File: config.mk
export PLATFORM = sky130hd
export DESIGN_NAME = instruction_fetch
export DESIGN_NICKNAME = d
export VERILOG_FILES = /design/src/rtl/cpu_pkg.sv /design/src/rtl/fetch_buffer.sv /design/src/rtl/instruction_fetch.sv
export SDC_FILE = /design/constraint.sdc
export NUM_CORES = 1
export LEC_CHECK = 0
export ABC_CLOCK_PERIOD_IN_PS = 2300
export BUFFER_PORTS_ARGS = -buffer_cell sky130_fd_sc_hd__buf_2
export CAP_MARGIN = 20
export CORE_UTILIZATION = 50
export DETAILED_ROUTE_END_ITERATION = 12
export PLACE_DENSITY = 0.76
export SYNTH_ARGS = -nofsm -noshare
export SYNTH_HDL_FRONTEND = slang
export SYNTH_SLANG_ARGS = --single-unit
export TNS_END_PERCENT = 100
File: constraint.sdc
create_clock -name clk -period 2.3 [get_ports clk]
set_input_delay 0.115 -clock clk [delete_from_list [all_inputs] [get_ports clk]]
set_output_delay 0.115 -clock clk [all_outputs]
set_load 0.1 [all_outputs]
File: src/rtl/cpu_pkg.sv
`default_nettype none
// ============================================================================
//  Module   : cpu_pkg
//  Purpose  : Shared CPU constants: datapath width, instruction field
//             positions, default reset PC and the fetch state encoding.
//  Revision : 1.0 - initial release
// ============================================================================
package cpu_pkg;

    localparam int XLEN       = 32;
    localparam int OPCODE_MSB = 31;
    localparam int OPCODE_LSB = 26;
    localparam int FUN_MSB    = 5;
    localparam int FUN_LSB    = 0;

    localparam logic [XLEN-1:0] RESET_PC_DEFAULT = 32'h0000_0000;

    // IDLE: nothing outstanding, REQ: request outstanding,
    // DROP: request outstanding whose data will be thrown away
    typedef enum logic [1:0] {
        IDLE = 2'd0,
        REQ  = 2'd1,
        DROP = 2'd2
    } fetch_state_e;

endpackage
`default_nettype wire

File: src/rtl/fetch_buffer.sv
`default_nettype none
// ============================================================================
//  Module   : fetch_buffer
//  Purpose  : Two-entry {pc, inst} FIFO between fetch and decode. Flush has
//             priority over push and pop. Head entry is fully registered.
//  Revision : 1.0 - initial release
// ============================================================================
module fetch_buffer
    import cpu_pkg::*;
(
    input  logic            clk,
    input  logic            clrn,
    input  logic            flush_i,
    input  logic            push_i,
    input  logic [XLEN-1:0] push_pc_i,
    input  logic [XLEN-1:0] push_inst_i,
    input  logic            pop_i,
    output logic            valid_o,
    output logic [1:0]      count_o,
    output logic [XLEN-1:0] head_pc_o,
    output logic [XLEN-1:0] head_inst_o
);

    logic [XLEN-1:0] pc0_q, pc0_d, inst0_q, inst0_d;
    logic [XLEN-1:0] pc1_q, pc1_d, inst1_q, inst1_d;
    logic [1:0]      count_q, count_d;
    logic [1:0]      level;
    logic            do_pop;
    logic            do_push;

    // Next-state: shift head on pop, write incoming word into first free slot
    always_comb begin
        pc0_d   = pc0_q;
        inst0_d = inst0_q;
        pc1_d   = pc1_q;
        inst1_d = inst1_q;
        count_d = count_q;
        do_pop  = pop_i & (count_q != 2'd0);
        level   = count_q - {1'b0, do_pop};
        do_push = push_i & (level != 2'd2);
        if (flush_i) begin
            count_d = 2'd0;
        end else begin
            if (do_pop) begin
                pc0_d   = pc1_q;
                inst0_d = inst1_q;
            end
            if (do_push) begin
                if (level == 2'd0) begin
                    pc0_d   = push_pc_i;
                    inst0_d = push_inst_i;
                end else begin
                    pc1_d   = push_pc_i;
                    inst1_d = push_inst_i;
                end
            end
            count_d = level + {1'b0, do_push};
        end
    end

    // Storage and occupancy registers
    always_ff @(posedge clk or negedge clrn) begin
        if (!clrn) begin
            pc0_q   <= '0;
            inst0_q <= '0;
            pc1_q   <= '0;
            inst1_q <= '0;
            count_q <= 2'd0;
        end else begin
            pc0_q   <= pc0_d;
            inst0_q <= inst0_d;
            pc1_q   <= pc1_d;
            inst1_q <= inst1_d;
            count_q <= count_d;
        end
    end

    assign valid_o     = (count_q != 2'd0);
    assign count_o     = count_q;
    assign head_pc_o   = pc0_q;
    assign head_inst_o = inst0_q;

endmodule
`default_nettype wire

File: src/rtl/instruction_fetch.sv
`default_nettype none
// ============================================================================
//  Module   : instruction_fetch
//  Purpose  : Fetch unit: issues word-aligned reads to instruction memory,
//             buffers up to two fetched words and presents the head to
//             decode. Redirects discard buffered and in-flight words.
//  Revision : 1.0 - initial release
// ============================================================================
module instruction_fetch
    import cpu_pkg::*;
#(
    parameter logic [XLEN-1:0] RESET_PC = RESET_PC_DEFAULT
) (
    input  logic            clk,
    input  logic            clrn,
    output logic            imem_req,
    output logic [XLEN-1:0] imem_addr,
    input  logic            imem_ack,
    input  logic [XLEN-1:0] imem_rdata,
    input  logic            redirect,
    input  logic [XLEN-1:0] redirect_pc,
    output logic            inst_valid,
    input  logic            dec_ready,
    output logic [XLEN-1:0] inst,
    output logic [XLEN-1:0] inst_pc,
    output logic [5:0]      opcode,
    output logic [5:0]      fun
);

    fetch_state_e    state_q, state_d;
    logic [XLEN-1:0] fetch_pc_q, fetch_pc_d;
    logic [XLEN-1:0] addr_q, addr_d;
    logic [XLEN-1:0] redirect_target;
    logic [XLEN-1:0] next_pc;
    logic [1:0]      buf_count;
    logic [1:0]      count_after;
    logic            push, pop, flush;
    logic            redirect_lsbs_unused;

    assign redirect_target      = {redirect_pc[XLEN-1:2], 2'b00};
    assign redirect_lsbs_unused = ^redirect_pc[1:0];
    assign next_pc              = addr_q + 32'd4;

    // Fetch FSM: request issue, acknowledge handling and redirect priority.
    // A new request is only issued when the buffer can absorb its data,
    // so buffered plus outstanding words never exceed two.
    always_comb begin
        state_d     = state_q;
        fetch_pc_d  = fetch_pc_q;
        addr_d      = addr_q;
        push        = 1'b0;
        flush       = redirect;
        pop         = inst_valid & dec_ready & ~redirect;
        count_after = buf_count - {1'b0, pop} + 2'd1;
        case (state_q)
            IDLE: begin
                if (redirect) begin
                    fetch_pc_d = redirect_target;
                end else if (buf_count < 2'd2) begin
                    state_d = REQ;
                    addr_d  = fetch_pc_q;
                end
            end
            REQ: begin
                if (redirect) begin
                    fetch_pc_d = redirect_target;
                    state_d    = imem_ack ? IDLE : DROP;
                end else if (imem_ack) begin
                    push       = 1'b1;
                    fetch_pc_d = next_pc;
                    if (count_after < 2'd2) begin
                        addr_d = next_pc;
                    end else begin
                        state_d = IDLE;
                    end
                end
            end
            DROP: begin
                if (redirect) begin
                    fetch_pc_d = redirect_target;
                end
                if (imem_ack) begin
                    state_d = IDLE;
                end
            end
            default: state_d = IDLE;
        endcase
    end

    // FSM, fetch PC and request address registers
    always_ff @(posedge clk or negedge clrn) begin
        if (!clrn) begin
            state_q    <= IDLE;
            fetch_pc_q <= RESET_PC;
            addr_q     <= RESET_PC;
        end else begin
            state_q    <= state_d;
            fetch_pc_q <= fetch_pc_d;
            addr_q     <= addr_d;
        end
    end

    fetch_buffer u_fetch_buffer (
        .clk         (clk),
        .clrn        (clrn),
        .flush_i     (flush),
        .push_i      (push),
        .push_pc_i   (addr_q),
        .push_inst_i (imem_rdata),
        .pop_i       (pop),
        .valid_o     (inst_valid),
        .count_o     (buf_count),
        .head_pc_o   (inst_pc),
        .head_inst_o (inst)
    );

    assign imem_req  = (state_q != IDLE);
    assign imem_addr = addr_q;
    assign opcode    = inst[OPCODE_MSB:OPCODE_LSB];
    assign fun       = inst[FUN_MSB:FUN_LSB];

endmodule
`default_nettype wire

==> reports/qor.txt <==
Status - finished, final reports clean
Fmax - 460 MHz
Period utilization - 94.5%
Vias/cell - 5.82
Crit-path slowest cell - dfrtp_4
Area delta synth->final - 24.4%
Post-CTS Hold Buffers - 63
Crit path launch type - flip-flop
Number of port buffers - 176
Die Span Y - 140 um
Total congestion overflow - 0
Final min period - 2.17 ns
Max_slew headroom - 20.5%
Placed instance area - 0.0107 mm^2
Cell Area, Synth - 0.00955 mm^2
First-pass detailed-route iteration total - 5
Non-filler cells in the finished layout - 1404
Post-Synthesis Cells - 964
Post-DP HPWL - 15800 um
CTS Buffer Depth - 2
Max incr delay on CP - 0.49 ns
Final Slew Violations - 0
WP data arrival - 2.49 ns
Post-route cell area - 0.0119 mm^2
Required time worst endpoint - 2.62 ns
FP Rows - 50
Flops & latches, synth - 196
Residual DRC - 0
First-pass GRT wire length - 41100 um
Skew final - 0.0129 ns
Routed wire length - 25100 um
CP endpoint kind - flip-flop
Tot GR Track Use - 26.6%
Layout Nets - 1229
Async S/R FF share, synth - 100%
Share of cells above drive strength 1 - 30.1%
Top FF cell, synth - dfrtp_1
Critical path type - flip-flop to flip-flop
Highest metal used - met4
Drt first-iter violations - 604
Die width - 140 um
Initial Utilization - 51.1%
Part of the Yosys area used for sequential elements - 51.3%
Clock Root Buffer - clkbuf_16
Pin count of the biggest net entering global routing - 95
Worst slew pin tran - 1.19 ns
Num ports - 179
Antenna-violating nets left - 0
Metal-1 WL - 11000 um
Setup Viol. Count Final - 0
Antenna cell count - 0
Post-CTS sizing - 0
Syn nets - 1035
Hold WS - 0.0563 ns
RSZ-0062 raised after global routing - false
Most frequent cells in the layout - buf_2, o21ai_0, dfrtp_1, nand2_1, mux2_2
Max cap viols - 0
H-Tree Depth - 4
Post-CTS Setup Inserts - 0
RD Place Congestion - 0.822
CP Buf/Inv Count - 1
Initial antenna violation count - 0
Vias in the first global route - 7909
Cell family with most CP delay - simple AND/OR/NAND/NOR gates
Netlist cell types - 57
Wire length per cell - 17.9 um
Met2 wire len - 12000 um
Die area - 0.0197 mm^2
Number of synthesized flops with an enable pin - 0
Synth warn - 0
TritonCTS clock tree - yes
Crit-path cells - ha_1 > nand4_1 > nor4_1 > buf_4 > and2_1 > o21ai_0 > a22o_1
Dpl cells - 1310
Mapped Avg Cell Area - 9.91 um^2
Hold Path Class - input pin to flip-flop
Final hold vios - 0
Most common cell after layout, fill and taps aside - buf_2
Fin util - 63.6%
Vias after detailed routing - 8172
Worst-skew pair later-pin latency - 0.43 ns
CP Max Fanout - 8
Met3 WL - 1760 um
Clk sinks - 196
Worst-path clk slew - 0.07 ns
Total CTS buffers - 17
Total core area - 0.0187 mm^2
## state kept, by name, indices dropped and copies added, names as in the netlist
signal / flops
imem_addr: 32
state_q: 2
u_fetch_buffer.head_inst_o: 32
u_fetch_buffer.inst1_q: 32
u_fetch_buffer.count_o: 2
fetch_pc_q: 32
u_fetch_buffer.head_pc_o: 32
u_fetch_buffer.pc1_q: 32
## stage by stage
step | worst slack (ns) | TNS (ns)
2_1_floorplan | -0.103 | -7.23
3_3_place_gp | 0.243 | 0
3_5_place_dp | 0.179 | 0
4_1_cts | 0.148 | 0
5_1_grt | 0.00874 | 0
6_report | 0.127 | 0
## layer usage
metal	GRT usage, %	vias up
met1	36.1	3979
met3	5.23	31
met5	0	-
li1	-	3811
met4	8.10	0
met2	43.4	351
## final cells by class
| type | count | area (um^2) |
|---|---|---|
| sequential | 196 | 4950 |
| inverter | 8 | 30.0 |
| tap | 234 | 293 |
| timing repair buffer | 275 | 1870 |
| multi-input combinational | 660 | 4150 |
| fill | 1497 | 6820 |
| clock buffer | 21 | 480 |
| clock inverter | 10 | 121 |
## final timing paths
| kind | start | endpoint | slack (ns) | cells after the start |
|---|---|---|---|---|
| max in group asynchronous | clrn | u_fetch_buffer.inst1_q[25] | 1.31 | 3 |
| setup / recovery | imem_addr[2] | imem_addr[24] | 0.13 | 7 |
| min in group asynchronous | clrn | u_fetch_buffer.head_inst_o[30] | 0.24 | 2 |
| hold / removal | redirect_pc[12] | fetch_pc_q[12] | 0.06 | 3 |
| hold reg to reg | fetch_pc_q[1] | fetch_pc_q[1] | 0.47 | 2 |
| setup reg to reg | imem_addr[2] | imem_addr[24] | 0.13 | 7 |
## tightest hold or removal path, stage by stage
cell and delay [ns]:
buf_2 0.09, mux2i_1 0.06, o21ai_0 0.17
## cells by family (layout without fill, tap and decap cells)
kind of cell             count (synthesis)  count (layout)  synth area share, %
multiplexers                            75              75                 8.72
buffers and inverters                  108             314                 5.84
AND/OR/NAND/NOR                        284             284                 15.1
XOR/XNOR                                27              27                 2.48
flip-flops                             196             196                 51.3
adder cells (fa/ha/maj)                  2               2                0.262
AO/OA/AOI/OAI                          272             272                 16.3
## synth_stat cells (5+ instances only)
| master | n | area (um^2) |
|---|---|---|
| dfrtp_1 | 196 | 4900 |
| o21ai_0 | 179 | 896 |
| nand2_1 | 112 | 420 |
| mux2_2 | 66 | 743 |
| or3_1 | 65 | 407 |
| clkbuf_1 | 55 | 206 |
| nor2_1 | 32 | 120 |
| a21oi_1 | 28 | 140 |
| a32oi_1 | 20 | 175 |
| buf_2 | 19 | 95.1 |
| buf_4 | 16 | 120 |
| nand3_1 | 16 | 80.1 |
| xnor2_1 | 15 | 131 |
| xor2_1 | 12 | 105 |
| nand4_1 | 11 | 68.8 |
| mux2i_1 | 9 | 90.1 |
| nor3_1 | 9 | 45.0 |
| o22ai_1 | 9 | 56.3 |
| a2bb2oi_1 | 8 | 70.1 |
| inv_1 | 8 | 30.0 |
| nor4_1 | 8 | 50.1 |
| a31oi_1 | 5 | 31.3 |
Power is left out: the tool's default activity adds up to more than one toggle a clock period on the data nets, which glitch-free logic cannot reach.
